<file path="src/rtl/bsg_manycore_pkg.sv">
// Shared types for the manycore SDR link reset sequencer: state encoding,
// the registered output bundle, and the per-state output decode.
package bsg_manycore_pkg;

  typedef enum logic [2:0] {
    IDLE   = 3'd0,
    ASSERT = 3'd1,
    TOK_HI = 3'd2,
    TOK_LO = 3'd3,
    UP_REL = 3'd4,
    DN_REL = 3'd5,
    DONE   = 3'd6
  } bsg_manycore_link_sdr_reset_seq_state_e;

  typedef struct packed {
    logic up;
    logic down;
    logic ds;
    logic tok;
    logic busy;
    logic done;
  } link_out_s;

  function automatic int phase_ctr_width(input int cycles);
    return (cycles > 2) ? $clog2(cycles) : 1;
  endfunction

  // Link resets are released upstream-first; the token is toggled while all are held.
  function automatic link_out_s decode_state(input bsg_manycore_link_sdr_reset_seq_state_e s);
    link_out_s o;
    o = '{up: 1'b1, down: 1'b1, ds: 1'b1, tok: 1'b0, busy: 1'b0, done: 1'b0};
    case (s)
      ASSERT:  o.busy = 1'b1;
      TOK_HI:  begin o.tok = 1'b1; o.busy = 1'b1; end
      TOK_LO:  o.busy = 1'b1;
      UP_REL:  begin o.up = 1'b0; o.busy = 1'b1; end
      DN_REL:  begin o.up = 1'b0; o.down = 1'b0; o.busy = 1'b1; end
      DONE:    begin o.up = 1'b0; o.down = 1'b0; o.ds = 1'b0; o.done = 1'b1; end
      default: o.busy = 1'b0;
    endcase
    return o;
  endfunction

endpackage

</file>
<file path="src/rtl/bsg_manycore_link_sdr_reset_seq_phase_ctr.sv">
// Phase-length counter for the link reset sequencer: cleared on each state
// entry, counts while enabled, flags the last cycle of a phase.
module bsg_manycore_link_sdr_reset_seq_phase_ctr
  import bsg_manycore_pkg::*;
#(
  parameter int phase_cycles_p = 16
) (
  input  logic clk_i,
  input  logic reset_n_i,
  input  logic clear_i,
  input  logic en_i,
  output logic tc_o
);

  localparam int width_lp = phase_ctr_width(phase_cycles_p);

  logic [width_lp-1:0] count_r;

  // NOTE: sequential state uses non-blocking assignments so every flop samples pre-edge values.
  always_ff @(posedge clk_i) begin
    if (!reset_n_i || clear_i) begin
      count_r <= '0;
    end else if (en_i) begin
      count_r <= count_r + 1'b1;
    end
  end

  // The state leaves on tc, which clears the count, so it never wraps.
  assign tc_o = (count_r == width_lp'(phase_cycles_p - 1));

endmodule

</file>
<file path="src/rtl/bsg_manycore_link_sdr_reset_seq.sv">
// Sequences the async resets of an SDR link pair. All outputs are flops.
// Define BSG_MANYCORE_LINK_SDR_RESET_SEQ_COUNT_EN to add seq_count_o.
module bsg_manycore_link_sdr_reset_seq
  import bsg_manycore_pkg::*;
#(
  parameter int phase_cycles_p = 16
) (
  input  logic       clk_i,
  input  logic       reset_n_i,
  input  logic       start_i,
  output logic       uplink_reset_o,
  output logic       downlink_reset_o,
  output logic       downstream_reset_o,
  output logic       token_reset_o,
  output logic       busy_o,
  output logic       done_o
`ifdef BSG_MANYCORE_LINK_SDR_RESET_SEQ_COUNT_EN
  ,
  output logic [7:0] seq_count_o
`endif
);

  bsg_manycore_link_sdr_reset_seq_state_e state_r, state_n;
  link_out_s out_n, out_r;
  logic      tc;
  logic      timed;

  assign timed = (state_r != IDLE) && (state_r != DONE);

  bsg_manycore_link_sdr_reset_seq_phase_ctr #(
    .phase_cycles_p(phase_cycles_p)
  ) phase_ctr (
    .clk_i    (clk_i),
    .reset_n_i(reset_n_i),
    .clear_i  (state_n != state_r),
    .en_i     (timed),
    .tc_o     (tc)
  );

  always_ff @(posedge clk_i) begin
    if (!reset_n_i) begin
      state_r <= IDLE;
    end else begin
      state_r <= state_n;
    end
  end

  // NOTE: state_n gets a default before the case so no path leaves it unassigned (no latch).
  always_comb begin
    state_n = state_r;
    case (state_r)
      IDLE, DONE: if (start_i) state_n = ASSERT;
      ASSERT:     if (tc) state_n = TOK_HI;
      TOK_HI:     if (tc) state_n = TOK_LO;
      TOK_LO:     if (tc) state_n = UP_REL;
      UP_REL:     if (tc) state_n = DN_REL;
      DN_REL:     if (tc) state_n = DONE;
      default:    state_n = IDLE;
    endcase
  end

  // Decoding the next state and registering it keeps outputs glitch-free.
  always_comb begin
    out_n = decode_state(state_n);
  end

  always_ff @(posedge clk_i) begin
    if (!reset_n_i) begin
      out_r <= decode_state(IDLE);
    end else begin
      out_r <= out_n;
    end
  end

  assign uplink_reset_o     = out_r.up;
  assign downlink_reset_o   = out_r.down;
  assign downstream_reset_o = out_r.ds;
  assign token_reset_o      = out_r.tok;
  assign busy_o             = out_r.busy;
  assign done_o             = out_r.done;

`ifdef BSG_MANYCORE_LINK_SDR_RESET_SEQ_COUNT_EN
  logic [7:0] seq_count_r;

  always_ff @(posedge clk_i) begin
    if (!reset_n_i) begin
      seq_count_r <= '0;
    end else if (state_n == DONE && state_r != DONE) begin
      seq_count_r <= seq_count_r + 8'd1;
    end
  end

  assign seq_count_o = seq_count_r;
`endif

endmodule
</file>
<file path="config.mk">
export PLATFORM = sky130hd
export DESIGN_NAME = bsg_manycore_link_sdr_reset_seq
export DESIGN_NICKNAME = d
export VERILOG_FILES = /design/src/rtl/bsg_manycore_pkg.sv /design/src/rtl/bsg_manycore_link_sdr_reset_seq_phase_ctr.sv /design/src/rtl/bsg_manycore_link_sdr_reset_seq.sv
export SDC_FILE = /design/constraint.sdc
export NUM_CORES = 1
export LEC_CHECK = 0
export CORE_AREA = 5 5 44 46
export CTS_CLUSTER_SIZE = 8
export DETAILED_ROUTE_END_ITERATION = 6
export DIE_AREA = 0 0 49 51
export GPL_TIMING_DRIVEN = 0
export HOLD_SLACK_MARGIN = 0.08
export PLACE_DENSITY = 0.69
export SYNTH_ARGS = -nofsm -noshare
export SYNTH_HDL_FRONTEND = slang
export SYNTH_HIERARCHICAL = 1
export SYNTH_SLANG_ARGS = --single-unit
</file>
<file path="constraint.sdc">
create_clock -name clk_i -period 1.73 [get_ports clk_i]
set_clock_uncertainty 0.05 [all_clocks]
set_input_delay 0.2595 -clock clk_i [delete_from_list [all_inputs] [get_ports clk_i]]
set_output_delay 0.2595 -clock clk_i [all_outputs]
set_load 0.02 [all_outputs]
</file>
==> out/results.ini, run 1 <==
[sta]
fin_crit_ns = 1.626
setup_viol = 0
drv_slew = 0
grt_setup_unrepaired = yes
max_freq_mhz = 615.1
worstMarginPinSlew_ns = 0.3664
slew_headroom = 0.7550
finalHoldViolations = 0
tns_ns = 0
final.period_utilization = 0.9398

[floorplanning]
num_rows = 14
fp.dieW_um = 49
ios = 9
die_h_um = 51
die-area_um2 = 2499
start_util = 0.4405
core-area_um2 = 1471

[final_layout]
drive_gt1_frac = 0.2471
diodes = 0
area_growth_pct = 25.48
fin_nets = 90
num-fill-cells = 141
fin_cells = 101

[power]
p_clk_frac = 0.334
power_uw = 553.5
intPower_uw = 424.0
peakVddDrop_v = 0.0003459
swShare = 0.2340
p_sw_uw = 129.5
pwr-share-comb = 0.105
power_density_nw_per_um2 = 680.6
p_seq_frac = 0.561
leakagePower_uw = 0.0003056

[critical_path]
critPathLaunchType = flop
cp_slowest_cell = or3b_1
critPathRequiredTime_ns = 1.89
path_cells = ha_4 -> and3_4 -> o211ai_1 -> o31ai_2 -> or3b_1 -> mux2i_1
max_stage_delay_ns = 0.36
cp_top_family = simple AND/OR/NAND/NOR gates
path_buf_inv = 0
crit_arrival_ns = 1.79
crit_fanout = 7
crit_type = flop to flop
endpoint_kind = flop

[hold_path]
min_path_type = input pin to flop

[synth]
avgSynthCellArea_um2 = 9.002
synth_top_cell_by_area = dfxtp_1
syn-cell-area_um2 = 648.1
ys_types = 34
synthArstFlopShare = 0
synth-seq-cells = 13
synth_top_area_frac = 0.4015
syn-instance-count = 72
synth_nets = 76
synth_edf_count = 0
yosys-top-cells-area = dfxtp_1, o21ai_0, nand3b_1
yosysMostFrequentCell = dfxtp_1
ys_warn_count = 6
ys.flop_type = dfxtp_1
yosysSeqAreaShare = 0.4015
synth_common_cells = dfxtp_1, nor2_1, o21ai_0

[global_routing]
grt-ovfl-total = 0
antenna_found_initial = 0
grt_pass1_wl_mm = 2.125
grt_use_total = 0.1077
grt_pass1_vias = 506
grt_max_degree = 13

[cts]
root_buffer = clkbuf_4
cts_sinks = 13
cts_tree = built
cts_buffers = 3
holdBufCountCts = 0
clockBufferDepth = 2
clkTransAtPathRegs_ns = 0.08
clk_latency_ns = 0.28
h-tree-depth = 1

[routing]
wl_mm = 1.197
dr.pass1.iters = 4
dr.first_iter.drc_count = 7
vias_per_cell = 5.436
drc_errors = 0
num_vias = 549
antenna_left = 0
wl_per_cell_um = 11.85

[status]
status = finished, final reports clean

[placed_design]
place_inst = 96
port_buffers = 8
hpwlAfterDp_um = 852.3
gp_congestion = 0.7740

[flow_run]
maxCapViolCount = 0

==> stage by stage <==
| step | worst slack (ns) | util | hold WS (ns) | area [um^2] |
|---|---|---|---|---|
| final | 0.1041 | 0.5527 | 0.4625 | 813.3 |
| after global routing | -0.002546 | 0.5527 | 0.4920 | 813.3 |
| after CTS | 0.03811 | 0.5323 | 0.4592 | 783.3 |
| after detailed placement | -0.2838 | 0.5085 | 0.4492 | 748.2 |
| after global placement | -0.2181 | 0.5085 | 0.4401 | 748.2 |
| after floorplan | 0.04489 | - | 0.2942 | 648.1 |
==> layout make-up <==
class / count / area, um^2 / area share
Tap cell: 16 / 20.02 / 0.02462
Timing Repair Buffer: 11 / 101.3 / 0.1246
Multi-Input combinational cell: 53 / 374.1 / 0.4600
Inverter: 1 / 3.754 / 0.004615
Sequential cell: 13 / 265.3 / 0.3262
Buffer: 3 / 22.52 / 0.02769
Clock buffer: 4 / 26.28 / 0.03231
==> timing repair <==
action | 4_1_cts | 5_1_grt
setup endpoints to repair | 4 | 1
gates resized for setup | 6 | 6
pin swaps | 2 | 2
gates cloned | 0 | 0
setup buffers | 1 | 2
==> worst reg2reg max path: stages, from the launching register on <==
cell	delay, ns
dfxtp_2	0.34
ha_4	0.16
and3_4	0.20
o211ai_1	0.21
o31ai_2	0.12
or3b_1	0.36
mux2i_1	0.12
==> kinds of logic after synthesis <==
family                     share of synthesized area
AOI/OAI and AO/OA                             0.1950
xor gates and xnor gates                     0.02703
adders and majority gates                    0.01930
buffers and inverters                        0.06176
DFF                                           0.4015
muxes                                        0.03089
and+or+nand+nor                               0.2645
==> layout by cell type, fill, tap and decap left out, drive strengths merged, types with 2 or more instances in the layout <==
cell type       n
mux2i           2
a21bo           2
or3             2
or3b            2
nand2b          2
o21ai           5
a21oi           4
clkbuf          4
dfxtp          13
xnor2           2
nand3           3
and3            2
nand2           4
nor3            2
nand3b          3
buf             6
clkdlybuf4s50   7
nor2            6
a21boi          2
==> per-layer routing <==
layer | up-vias | GRT usage | share of wire
met2 | 15 | 0.1587 | 0.43
met3 | 4 | 0.01744 | 0.057
met1 | 244 | 0.1406 | 0.49
met5 | - | 0 | 0
met4 | 0 | 0.08072 | 0.026
li1 | 286 | - | -
==> flip-flops by register name, indices dropped and copies added (netlist names) <==
register            flops
downlink_reset_o        1
token_reset_o           1
busy_o                  1
state_r                 3
downstream_reset_o      1
uplink_reset_o          1
phase_ctr/count_r       4
done_o                  1
==> power groups by stage <==
stage	sequential [uW]	clock (uW)	combinational (uW)
final	310	185	58.3
after global routing	312	201	65.2
after CTS	309	193	56.9
after detailed placement	316	0	53.5
after global placement	316	0	51.8
after floorplan	317	0	32.9
==> worst paths after layout <==
check,cells after the start,slack (ns),start,to
max,6,0.10,phase_ctr/count_r[1],phase_ctr/count_r[3]
min,3,0.46,start_i,state_r[0]
max reg2reg,6,0.10,phase_ctr/count_r[1],phase_ctr/count_r[3]
min reg2reg,2,0.47,phase_ctr/count_r[3],phase_ctr/count_r[3]
Note: power is estimated with default switching activity, not from simulation.
==> run 2, diff against run 1 <==
--- a/config.mk
+++ b/config.mk
@@ -5,13 +5,14 @@
 export SDC_FILE = /design/constraint.sdc
 export NUM_CORES = 1
 export LEC_CHECK = 0
-export CORE_AREA = 5 5 44 46
+export CORE_AREA = 2 2 41 43
 export CTS_CLUSTER_SIZE = 8
 export DETAILED_ROUTE_END_ITERATION = 6
-export DIE_AREA = 0 0 49 51
+export DIE_AREA = 0 0 43 45
 export GPL_TIMING_DRIVEN = 0
 export HOLD_SLACK_MARGIN = 0.08
 export PLACE_DENSITY = 0.69
+export SKIP_CTS_REPAIR_TIMING = 1
 export SYNTH_ARGS = -nofsm -noshare
 export SYNTH_HDL_FRONTEND = slang
 export SYNTH_HIERARCHICAL = 1
==> run 2 against run 1 <==
Compared with the run above: die area is 23% lower; hold slack worse by 0.12 ns; critical path depth stayed put; sequential share of layout area is 0.40 points higher; non-clock buffer count is 2 lower; first-iteration DRC count is 110% higher; register-to-register slack worse by 0.04 ns; global-route usage is 2.4 points higher; power is 1.2% higher; clock-buffer cell count stayed put.
==> out/results.ini, run 2 (same netlist as run 1, synthesis figures left out) <==
[status]
status = finished, final reports clean  ; unchanged

[placed_design]
port_buffers = 8  ; unchanged
hpwlAfterDp_um = 808.3  ; was 852.3 um
dp_slack_ns = -0.2389  ; was -0.2838 ns
gp_congestion = 0.8541  ; was 0.7740

[critical_path]
critPathLaunchType = flop  ; unchanged
r2r_end = phase_ctr/count_r[3]  ; unchanged
crit_type = flop to flop  ; unchanged
critPathRequiredTime_ns = 1.90  ; was 1.89 ns
crit_fanout = 8  ; was 7
reg2reg_depth = 6  ; unchanged
reg2reg_slack_ns = 0.06  ; was 0.10 ns
r2r-start = phase_ctr/count_r[0]  ; was phase_ctr/count_r[1]
endpoint_kind = flop  ; unchanged
crit_arrival_ns = 1.84  ; was 1.79 ns

[hold_path]
min_path_type = input pin to flop  ; unchanged
worstHoldEndpoint = state_r[0]  ; unchanged
worstHoldStart = start_i  ; unchanged
hold_depth = 3  ; unchanged

[routing]
antenna_left = 0  ; unchanged
dr.pass1.iters = 4  ; unchanged
vias_per_cell = 5.273  ; was 5.436
wl_mm = 1.176  ; was 1.197 mm
wl_per_cell_um = 11.88  ; was 11.85 um
dr.first_iter.drc_count = 15  ; was 7
drc_errors = 0  ; unchanged
num_vias = 522  ; was 549

[sta]
setup_viol = 0  ; unchanged
whs_ns = 0.3424  ; was 0.4625 ns
fin_crit_ns = 1.666  ; was 1.626 ns
fin_ws_ns = 0.06400  ; was 0.1041 ns
worstMarginPinSlew_ns = 0.3559  ; was 0.3664 ns
drv_slew = 0  ; unchanged
slew_headroom = 0.7620  ; was 0.7550
tns_ns = 0  ; unchanged
max_freq_mhz = 600.2  ; was 615.1 MHz
final.period_utilization = 0.9630  ; was 0.9398
finalHoldViolations = 0  ; unchanged

[final_layout]
seq_area_um2 = 261.5  ; was 265.3 um^2
largest_reg_flops = 4  ; unchanged
reg_top3 = phase_ctr/count_r: 4 flops, state_r: 3 flops  ; unchanged
fin_nets = 88  ; was 90
area_growth_pct = 22.20  ; was 25.48%
regMostFlops = phase_ctr/count_r  ; unchanged
num-fill-cells = 148  ; was 141
drive_gt1_frac = 0.1928  ; was 0.2471
layout_commonest_cell = dfxtp_1  ; unchanged
multi_input_comb_area_um2 = 364.1  ; was 374.1 um^2
diodes = 0  ; unchanged
final_util = 0.5383  ; was 0.5527
layout_common_cells = dfxtp_1, clkdlybuf4s50_1, nor2_1  ; was dfxtp_1, clkdlybuf4s50_1, buf_4, nor2_1, o21ai_0

[cts]
cts_tree = built  ; unchanged
clk_latency_ns = 0.28  ; about the same
h-tree-depth = 1  ; unchanged
clkTransAtPathRegs_ns = 0.09  ; was 0.08 ns
cts_sinks = 13  ; unchanged
root_buffer = clkbuf_4  ; unchanged
cts_buffers = 3  ; unchanged
clockBufferDepth = 2  ; unchanged

[floorplanning]
core-area_um2 = 1471  ; unchanged
die-area_um2 = 1935  ; was 2499 um^2
start_util = 0.4405  ; unchanged
ios = 9  ; unchanged
fp.dieW_um = 43  ; was 49 um
die_h_um = 45  ; was 51 um
num_rows = 14  ; unchanged

[power]
p_clk_frac = 0.344  ; was 0.334
peakVddDrop_v = 0.0003775  ; was 0.0003459 V
p_sw_uw = 136.2  ; was 129.5 uW
swShare = 0.2433  ; was 0.2340
intPower_uw = 423.8  ; was 424.0 uW
power_density_nw_per_um2 = 707.1  ; was 680.6 nW/um^2
pwr-share-comb = 0.103  ; was 0.105
p_seq_frac = 0.553  ; was 0.561
leakagePower_uw = 0.0003018  ; was 0.0003056 uW
power_uw = 560.0  ; was 553.5 uW

[global_routing]
grt-ovfl-total = 0  ; unchanged
grt_pass1_vias = 436  ; was 506
antenna_found_initial = 0  ; unchanged
grt_max_degree = 13  ; unchanged
grt_use_total = 0.1316  ; was 0.1077
grt_pass1_wl_mm = 1.869  ; was 2.125 mm

[flow_run]
maxCapViolCount = 0  ; unchanged

## run 2: worst max path at each step
stage	from	endpoint	slack, ns
2_1_floorplan	phase_ctr/count_r[0]	phase_ctr/count_r[3]	0.04
3_3_place_gp	start_i	phase_ctr/count_r[3]	-0.22
3_5_place_dp	start_i	phase_ctr/count_r[3]	-0.24
4_1_cts	phase_ctr/count_r[0]	phase_ctr/count_r[3]	-0.07
5_1_grt	state_r[0]	phase_ctr/count_r[3]	-0.03
6_report	phase_ctr/count_r[0]	phase_ctr/count_r[3]	0.06
## run 2: layout make-up
cell class / count / share of cell area
sequential: 13 / 0.3302
tap: 16 / 0.02528
inverter: 1 / 0.004739
multi-input combinational: 53 / 0.4597
buffer: 3 / 0.03318
timing repair buffer: 9 / 0.1137
clock buffer: 4 / 0.03318
## run 2: metrics by stage
| stage | std cells | area, um^2 |
|---|---|---|
| 6_report | 99 | 792.0 |
| 5_1_grt | 99 | 792.0 |
| 4_1_cts | 100 | 774.5 |
| 3_5_place_dp | 96 | 748.2 |
| 3_3_place_gp | 96 | 748.2 |
| 2_1_floorplan | 72 | 648.1 |
## run 2: power groups by stage
stage / Clock (uW) / Combinational (uW) / Sequential, uW
floorplan: 0 / 32.9 / 317
global placement: 0 / 51.6 / 316
detailed placement: 0 / 52.4 / 316
CTS: 193 / 52.4 / 309
global route: 216 / 64.2 / 310
finish: 193 / 57.7 / 309
## run 2: worst max-delay path: stages (launching register included)
cell and delay [ns]:
dfxtp_2 0.34, ha_2 0.19, and3_4 0.22, o211ai_1 0.20, o31ai_2 0.12, or3b_1 0.37
mux2i_1 0.12
## run 2: per-layer routing
metal	global-route usage	part of all wire	wire [um]	vias up
li1	-	-	-	277
met5	0	0	0	-
met2	0.2000	0.42	494	12
met3	0.02400	0.032	38	4
met1	0.1630	0.52	614	229
met4	0.1091	0.024	28	0
==> run 3, diff against run 2 <==
--- a/config.mk
+++ b/config.mk
@@ -17,3 +17,4 @@
 export SYNTH_HDL_FRONTEND = slang
 export SYNTH_HIERARCHICAL = 1
 export SYNTH_SLANG_ARGS = --single-unit
+export TNS_END_PERCENT = 100
==> results of run 3 <==
No change in the layout: final DEF, timing and power equal those of run 2.
